## config.mk

```make
export PLATFORM = sky130hd
export DESIGN_NAME = tag_streamer
export DESIGN_NICKNAME = d
export VERILOG_FILES = /design/src/rtl/tag_streamer.sv
export SDC_FILE = /design/constraint.sdc
export NUM_CORES = 1
export LEC_CHECK = 0
export CAP_MARGIN = 15
export CORE_UTILIZATION = 61
export DETAILED_ROUTE_END_ITERATION = 12
export GPL_TIMING_DRIVEN = 0
export PLACE_DENSITY_LB_ADDON = 0.25
export SETUP_SLACK_MARGIN = 0.5
export SLEW_MARGIN = 20
export SYNTH_ARGS = -nofsm -noshare
export SYNTH_HDL_FRONTEND = slang
export SYNTH_SLANG_ARGS = --single-unit
```

## constraint.sdc

```tcl
create_clock -name clk_i -period 6.04 [get_ports clk_i]
set_clock_uncertainty 0.2 [all_clocks]
set_input_delay 0.604 -clock clk_i [delete_from_list [all_inputs] [get_ports clk_i]]
set_output_delay 0.604 -clock clk_i [all_outputs]
set_load 0.05 [all_outputs]
```

## src/rtl/tag_streamer.sv

```systemverilog
// tag_streamer: buffers 32-bit tag records in a FIFO and streams them LSB-first to the omux.
// Optional per-record XOR checksum byte is compiled in with TAG_STREAMER_CKSUM_EN.
module tag_streamer #(
    parameter int DEPTH_LOG2 = 4,
    parameter int MAX_BURST  = 16
) (
    input  logic                  clk_i,
    input  logic                  reset_ni,
    input  logic [31:0]           rec_data_i,
    input  logic                  rec_valid_i,
    output logic [7:0]            omux_data_o,
    output logic                  omux_req_o,
    input  logic                  omux_sel_i,
    output logic [DEPTH_LOG2:0]   fill_o,
    output logic [15:0]           lost_o,
    input  logic                  lost_clr_i
);

    localparam int                    DEPTH      = 1 << DEPTH_LOG2;
    localparam logic [DEPTH_LOG2:0]   FILL_FULL  = (DEPTH_LOG2 + 1)'(DEPTH);
    localparam logic [DEPTH_LOG2:0]   FILL_ONE   = (DEPTH_LOG2 + 1)'(1);
    localparam int                    BURST_W    = $clog2(MAX_BURST + 1);
    localparam logic [BURST_W-1:0]    BURST_LAST = BURST_W'(MAX_BURST - 1);
`ifdef TAG_STREAMER_CKSUM_EN
    localparam logic [2:0]            LAST_BYTE  = 3'd4;
`else
    localparam logic [2:0]            LAST_BYTE  = 3'd3;
`endif

    typedef enum logic {
        IDLE,
        SEND
    } state_e;

    logic [31:0]           mem_q [DEPTH];
    logic [DEPTH_LOG2-1:0] wr_ptr_q;
    logic [DEPTH_LOG2-1:0] rd_ptr_q;
    logic [DEPTH_LOG2:0]   fill_q;
    logic [DEPTH_LOG2:0]   fill_d;
    logic [15:0]           lost_q;
    logic [15:0]           lost_d;
    state_e                state_q;
    logic                  req_q;
    logic [2:0]            byte_idx_q;
    logic [BURST_W-1:0]    burst_q;

    logic [31:0]           head;
    logic [7:0]            head_byte;
    logic                  last_byte;
    logic                  pop;
    logic                  push;
    logic                  drop;

    assign head      = mem_q[rd_ptr_q];
    assign last_byte = (byte_idx_q == LAST_BYTE);
    assign pop       = (state_q == SEND) && omux_sel_i && last_byte;
    // A pop in the same cycle frees a slot, so a full FIFO still accepts the record.
    assign push      = rec_valid_i && ((fill_q != FILL_FULL) || pop);
    assign drop      = rec_valid_i && !push;

    always_comb begin
        head_byte = 8'h00;
        case (byte_idx_q)
            3'd0:    head_byte = head[7:0];
            3'd1:    head_byte = head[15:8];
            3'd2:    head_byte = head[23:16];
            3'd3:    head_byte = head[31:24];
`ifdef TAG_STREAMER_CKSUM_EN
            3'd4:    head_byte = head[7:0] ^ head[15:8] ^ head[23:16] ^ head[31:24];
`endif
            default: head_byte = 8'h00;
        endcase
    end

    always_comb begin
        fill_d = fill_q;
        if (push && !pop) begin
            fill_d = fill_q + 1'b1;
        end else if (pop && !push) begin
            fill_d = fill_q - 1'b1;
        end
    end

    always_comb begin
        lost_d = lost_q;
        if (drop) begin
            if (lost_clr_i) begin
                lost_d = 16'd1;
            end else if (lost_q != 16'hFFFF) begin
                lost_d = lost_q + 16'd1;
            end
        end else if (lost_clr_i) begin
            lost_d = 16'd0;
        end
    end

    always_ff @(posedge clk_i) begin
        if (push) begin
            mem_q[wr_ptr_q] <= rec_data_i;
        end
    end

    always_ff @(posedge clk_i or negedge reset_ni) begin
        if (!reset_ni) begin
            wr_ptr_q <= '0;
            rd_ptr_q <= '0;
            fill_q   <= '0;
            lost_q   <= '0;
        end else begin
            if (push) begin
                wr_ptr_q <= wr_ptr_q + 1'b1;
            end
            if (pop) begin
                rd_ptr_q <= rd_ptr_q + 1'b1;
            end
            fill_q <= fill_d;
            lost_q <= lost_d;
        end
    end

    always_ff @(posedge clk_i or negedge reset_ni) begin
        if (!reset_ni) begin
            state_q    <= IDLE;
            req_q      <= 1'b0;
            byte_idx_q <= '0;
            burst_q    <= '0;
        end else begin
            case (state_q)
                IDLE: begin
                    req_q <= 1'b0;
                    if (fill_q != '0) begin
                        req_q      <= 1'b1;
                        byte_idx_q <= '0;
                        burst_q    <= '0;
                        state_q    <= SEND;
                    end
                end
                SEND: begin
                    if (omux_sel_i) begin
                        if (!last_byte) begin
                            byte_idx_q <= byte_idx_q + 3'd1;
                        end else begin
                            byte_idx_q <= '0;
                            burst_q    <= burst_q + 1'b1;
                            // A push landing on the final pop of an emptying FIFO waits for a new request.
                            if ((burst_q == BURST_LAST) || (fill_q == FILL_ONE)) begin
                                req_q   <= 1'b0;
                                state_q <= IDLE;
                            end
                        end
                    end
                end
                default: begin
                    req_q   <= 1'b0;
                    state_q <= IDLE;
                end
            endcase
        end
    end

    assign omux_data_o = (state_q == SEND) ? head_byte : 8'h00;
    assign omux_req_o  = req_q;
    assign fill_o      = fill_q;
    assign lost_o      = lost_q;

endmodule

```

==> out/metrics.yaml, run 1 <==
status: "finished clean"
routed-via-count: 11976
syn-num-nets: 1223
period_needed_ns: 5.07
cts.sinks: 551
start_kind: "flop"
switching_power_mw: 4.01
synth-compound-area-share_pct: 4.27
yosys_warnings: 0
overflow: 0
cap_violations: 0
fin_tns_setup_ns: 0
powerDensity_nw_per_um2: 474
grt_pass1_vias: 11941
instances_no_fill: 1830
coreArea_sq_um: 35500
dr.pass1.iters: 5
clock_path_buffers: 3
dpl.hpwl_um: 32600
crit_buf_inv: 4
vias_per_cell: 6.54
drc_errors: 0
synth_top_family_by_area: "multiplexers"
timing.hold.ws_ns: 0.213
async_flop_share_pct: 7.08
numPortBuffers: 66
die_area_sq_um: 36700
grt_pass1_wl_um: 76000
ys.flop_type: "edfxtp_1"
setup_violations: 0
clockPowerShare_pct: 28.4
antennaDiodeCount: 0
syn_inst: 1169
arrival_ns: 4.27
synth_fa_ha_area_share_pct: 0.969
cts-buffers-inserted: 52
hold_viol_final: 0
drive_gt1_share_pct: 18.7
gr-usage-all-layers_pct: 29.2
synth_edf_count: 512
synth_area_sq_um: 21900
die_h_um: 192
cp-end-kind: "output port"
min_period_over_period_pct: 84.0
p_int_mw: 8.14
finalWorstSetupSlack_ns: 0.968
ys_types: 48
wirelength_um: 51600
fp-row-count: 69
ant_nets: 0
fmax_mhz: 197
cts_setup_buffers: 0
worstSkewPairLatency_ns: 0.59
p_comb_share_pct: 32.7
avgRoutedWirePerCell_um: 28.2
critical_path_peak_fanout: 10
path_class: "reg2out"
drt_iter0_drc: 1056
worstMarginPinSlew_ns: 1.07
cpMaxStageDelayCell: "clkdlybuf4s50_1"
critPathMostFrequentCell: "buf_2"
synth-xor-area-share_pct: 0.519
cts_max_level: 2
ir_drop_uv: 484
crit_chain: "buf_2 -> buf_2 -> buf_1 -> mux4_2 -> mux2i_1 -> a21oi_1 -> a221o_1 -> clkdlybuf4s50_1"
synth_area_leader_cell: "edfxtp_1"
rsz0062_at_grt: "false"
slowest_delay_ns: 0.71
swShare_pct: 33.0
start_util_pct: 61.9
grt_max_degree: 33
drv_slew: 0
die_w_um: 192
synthTopCellsByArea: "edfxtp_1, mux4_2, mux2i_1, dfrtp_1, a22oi_1"
crit_family: "buffers and inverters"
dp.cells: 1732
place_congestion: 0.828
leakagePower_nw: 8.47
slew-limit-headroom_pct: 28.4
dp_slack_ns: 1.62
avgSynthCellArea_sq_um: 18.8
pwr-share-seq_pct: 38.9
area_growth_pct: 16.7
yosysMostFrequentCell: "edfxtp_1"
cts_tree: "yes"
num-nets-final: 1380
worstPathRequired_ns: 5.24
synth-seq-cells: 551
ys_seq_area_share_pct: 74.5
hold_path.class: "in2async"
synthMuxAreaShare_pct: 13.8
clockRootBuffer: "clkbuf_16"
pin_count: 67
clk_pin_slew_ns: 0.06
antenna_found_initial: 0
synth-simple-area-share_pct: 4.34
synth.top_cell.area_share_pct: 70.0
synth_commonest_cells: "edfxtp_1, mux2i_1, mux4_2"
[metal layers]
metal  share of wire, %  global-route usage [%]
met5                  0                       0
met4                3.7                    13.1
met3                7.9                    4.40
met2                 49                    47.3
met1                 39                    39.6
[logic make-up after synthesis]
| kind of cell | count (synthesis) |
|---|---|
| flops | 551 |
| mux | 211 |
| simple gates | 169 |
| compound gates | 129 |
| buf+inv | 79 |
| fa+ha+maj | 17 |
| xor+xnor | 13 |
[stage by stage]
step                      instance area [sq um]  util [%]  power [mW]
final                                     25600      72.2        12.1
after global routing                      25600      72.2        12.6
after CTS                                 25600      72.2        12.2
after detailed placement                  23800      67.1        8.73
after global placement                    23200      65.3        8.53
after floorplan                           21900         -        7.31
[layout make-up]
type / count / area, sq um
buffer: 63 / 300
clock buffer: 62 / 1400
clock inverter: 35 / 413
fill: 2061 / 9870
inverter: 16 / 60.1
multi-input combinational: 539 / 5310
sequential: 551 / 16400
tap: 461 / 577
timing repair buffer: 103 / 1200
[worst paths after layout]
kind	from	end	slack [ns]	depth (start not counted)
max reg2reg	byte_idx_q[0]$_DFFE_PN0P_	mem_q[7][18]$_DFFE_PP_	2.23	10
max in group asynchronous	reset_ni	byte_idx_q[0]$_DFFE_PN0P_	4.97	3
min	reset_ni	lost_o[7]$_DFFE_PN0P_	0.21	2
max	rd_ptr_q[1]$_DFFE_PN0P_	omux_data_o[7]	0.97	8
min reg2reg	burst_q[4]$_DFFE_PN0P_	burst_q[4]$_DFFE_PN0P_	0.32	2
min in group clk_i	burst_q[4]$_DFFE_PN0P_	burst_q[4]$_DFFE_PN0P_	0.32	2
[flip-flops by register name (all words and copies together), names as in the netlist]
register	count
state_q	1
wr_ptr_q	4
burst_q	5
lost_o	16
omux_req_o	1
fill_o	5
mem_q	512
rd_ptr_q	4
byte_idx_q	3
[power by group through the flow]
stage,combinational [mW],sequential (mW),clock [mW]
after CTS,3.97,4.72,3.48
final,3.97,4.72,3.45
after detailed placement,3.93,4.80,0
after global placement,3.72,4.81,0
after floorplan,2.46,4.84,0
after global routing,4.18,4.75,3.62
[repair_timing]
item                                   CTS  global route
resized for setup                        0             0
endpoints found under the hold margin   39             0
hold buffers                             1             0
[cells in the final DEF, fill, tap and decap left out, types with 17 or more instances in the layout]
cell	n
mux2i_1	131
buf_4	21
mux4_2	72
dfrtp_1	39
a22oi_1	56
clkbuf_1	26
edfxtp_1	512
ha_1	17
clkbuf_16	54
nand3_1	40
a211oi_1	24
nand2_1	25
buf_2	31
clkdlybuf4s50_1	65
a21oi_1	18
nor2b_1	25
nand4_1	17
No activity file was read; power rests on OpenSTA's default activity.
==> run 2: changes to the inputs <==
==> constraint.sdc (replaced) <==
create_clock -name clk_i -period 5.01 [get_ports clk_i]
set_clock_uncertainty 0.2 [all_clocks]
set_input_delay 0.501 -clock clk_i [delete_from_list [all_inputs] [get_ports clk_i]]
set_output_delay 0.501 -clock clk_i [all_outputs]
set_load 0.05 [all_outputs]
==> run 2 against run 1 <==
  * Critical path type unchanged
  * Sequential share of layout area is 0.065 points lower
  * Worst hold slack worse by 0.11 ns
  * Combinational power up 20%
  * Sequential cell count is the same
  * Non-clock buffer count is the same
  * Die area unchanged
  * Critical path depth stayed put
  * Highest routed layer unchanged
  * Routed wire length hardly changed
==> out/metrics.yaml, run 2 (synthesis gave the netlist of run 1 again) <==
status: "finished clean"
clockRootBuffer: "clkbuf_16"
antennaDiodeCount: 0  # unchanged
rrSetupSlack_ns: 1.25  # -0.98 ns
die_w_um: 192  # unchanged
coreArea_sq_um: 35500  # unchanged
setup_violations: 0  # unchanged
powerDensity_nw_per_um2: 570  # +20%
hold_viol_final: 0  # unchanged
worstSkewPairLatency_ns: 0.59  # about the same
wirelength_um: 51600  # about the same
timing.hold.ws_ns: 0.107  # -0.106 ns
drive_gt1_share_pct: 19.2  # +0.51 points
cp-end-kind: "output port"
avgRoutedWirePerCell_um: 28.2  # about the same
gr-usage-met1_pct: 39.5  # -0.066 points
pin_count: 67  # unchanged
ir_drop_uv: 549  # +13%
top_usage_layer: "met2"
place_area_sq_um: 23800  # unchanged
fp-row-count: 69  # unchanged
start_kind: "flop"
cts-buffers-inserted: 52  # unchanged
die_area_sq_um: 36700  # unchanged
routed-via-count: 12040  # +0.53%
ff2ff_path_depth: 10  # unchanged
grt_util_met3_pct: 4.42  # +0.018 points
gr-usage-all-layers_pct: 29.2  # about the same
worstPathRequired_ns: 4.31  # -0.93 ns
hold_path.class: "in2async"
drt_iter0_drc: 1126  # +6.6%
critical_path_peak_fanout: 10  # unchanged
largest_reg_flops: 512  # unchanged
cts_tree: "yes"
dr.pass1.iters: 5  # unchanged
r2r_start: "byte_idx_q[0]$_DFFE_PN0P_"
grt_pass1_vias: 11948  # +0.059%
grt_max_degree: 33  # unchanged
drc_errors: 0  # unchanged
final_cell_mix: "edfxtp_1, mux2i_1, mux4_2"
antenna_found_initial: 0  # unchanged
arrival_ns: 3.75  # -0.52 ns
crit-reg2reg-capture: "mem_q[7][18]$_DFFE_PP_"
period_needed_ns: 4.45
place_congestion: 0.828  # unchanged
path_class: "reg2out"
cap_violations: 0  # unchanged
num-fill-cells: 2058  # -0.15%
dpl.hpwl_um: 32600  # unchanged
min_period_over_period_pct: 88.7
worstMarginPinSlew_ns: 1.08  # +0.00177 ns
cts.sinks: 551  # unchanged
area_growth_pct: 16.8
cts_max_level: 2  # unchanged
grt_pass1_wl_um: 76100  # about the same
die_h_um: 192  # unchanged
num-nets-final: 1380  # unchanged
leakagePower_nw: 8.52  # +0.67%
top_register: "mem_q"
fmax_mhz: 225
ant_nets: 0  # unchanged
drv_slew: 0  # unchanged
gr-usage-met2_pct: 47.3  # +0.069 points
overflow: 0  # unchanged
final_cell_area_sq_um: 25600  # +0.10%
slew-limit-headroom_pct: 28.3  # -0.12 points
clock_path_buffers: 3  # unchanged
cts_setup_buffers: 0  # unchanged
numPortBuffers: 66  # unchanged
vias_per_cell: 6.58  # +0.53%
final_common_cell: "edfxtp_1"
rsz0062_at_grt: "false"
start_util_pct: 61.9  # unchanged
clk_pin_slew_ns: 0.06  # about the same
run 2: cell types whose count changed in the layout (fill, tap and decap cells not counted):
cell             change
buf_4                +3
clkbuf_1             -3
clkbuf_2             +3
clkbuf_4             +4
buf_1                -4
dlymetal6s2s_1       +1
dlygate4sd2_1        +7
clkdlybuf4s50_1      -8
buf_2                -4
clkdlybuf4s15_2      +1
run 2: metal layers:
layer  vias up  part of all wire [%]
met5         -                     0
met4         0                   3.8
met3       130                   8.3
met2       670                    49
met1      6164                    39
li1       5076                     -
run 2: worst max-delay path by stage:
stage,endpoint,from,slack [ns],cells past startpoint
after floorplan,mem_q[7][0]$_DFFE_PP_,fill_o[0]$_DFFE_PN0P_,0.38,6
after global placement,mem_q[5][17]$_DFFE_PP_,omux_sel_i,-2.52,8
after detailed placement,omux_data_o[7],rd_ptr_q[1]$_DFFE_PN0P_,0.69,8
after CTS,omux_data_o[7],rd_ptr_q[1]$_DFFE_PN0P_,0.32,8
after global routing,omux_data_o[2],rd_ptr_q[0]$_DFFE_PN0P_,0.51,10
final,omux_data_o[4],rd_ptr_q[2]$_DFFE_PN0P_,0.56,8
run 2: final cells by class:
cell class / instances / area [sq um] / area share [%]
multi-input combinational: 539 / 5310 / 20.7
clock buffer: 62 / 1400 / 5.46
timing repair buffer: 103 / 1200 / 4.67
tap: 461 / 577 / 2.25
sequential: 551 / 16400 / 63.8
clock inverter: 35 / 413 / 1.61
buffer: 63 / 333 / 1.30
inverter: 16 / 60.1 / 0.234
run 2: power breakdown:
part | leakage, nW | internal (mW) | switching [mW] | total (mW)
clock | 0.898 | 2.47 | 1.69 | 4.16
combinational | 2.50 | 1.79 | 2.96 | 4.75
sequential | 5.13 | 5.52 | 0.175 | 5.70
total | 8.52 | 9.78 | 4.83 | 14.6
run 2: what timing repair did:
| item | in CTS | in global routing |
|---|---|---|
| pin swaps | 0 | 1 |
| endpoints found under the setup margin | 8 | 6 |
| hold buffers | 1 | 0 |
| endpoints found under the hold margin | 39 | 0 |
| resized for setup | 18 | 5 |
run 2: critical path, cell delays in order, from the launching register on:
cell	delay [ns]
dfrtp_1	0.31
buf_2	0.19
buf_2	0.34
buf_2	0.41
buf_1	0.56
a211oi_1	0.16
a21oi_1	0.34
a221o_1	0.28
dlygate4sd2_1	0.55
run 2: per-stage QoR:
stage | setup TNS [ns] | util [%] | instances | setup WS, ns | total power, mW
final | 0 | 72.3 | 1830 | 0.564 | 14.6
after detailed placement | 0 | 67.1 | 1732 | 0.694 | 10.5
after floorplan | 0 | - | 1169 | 0.378 | 8.81
after CTS | 0 | 72.2 | 1830 | 0.318 | 14.6
after global placement | -417.13 | 65.3 | 1696 | -2.52 | 10.3
after global routing | 0 | 72.3 | 1830 | 0.509 | 15.1
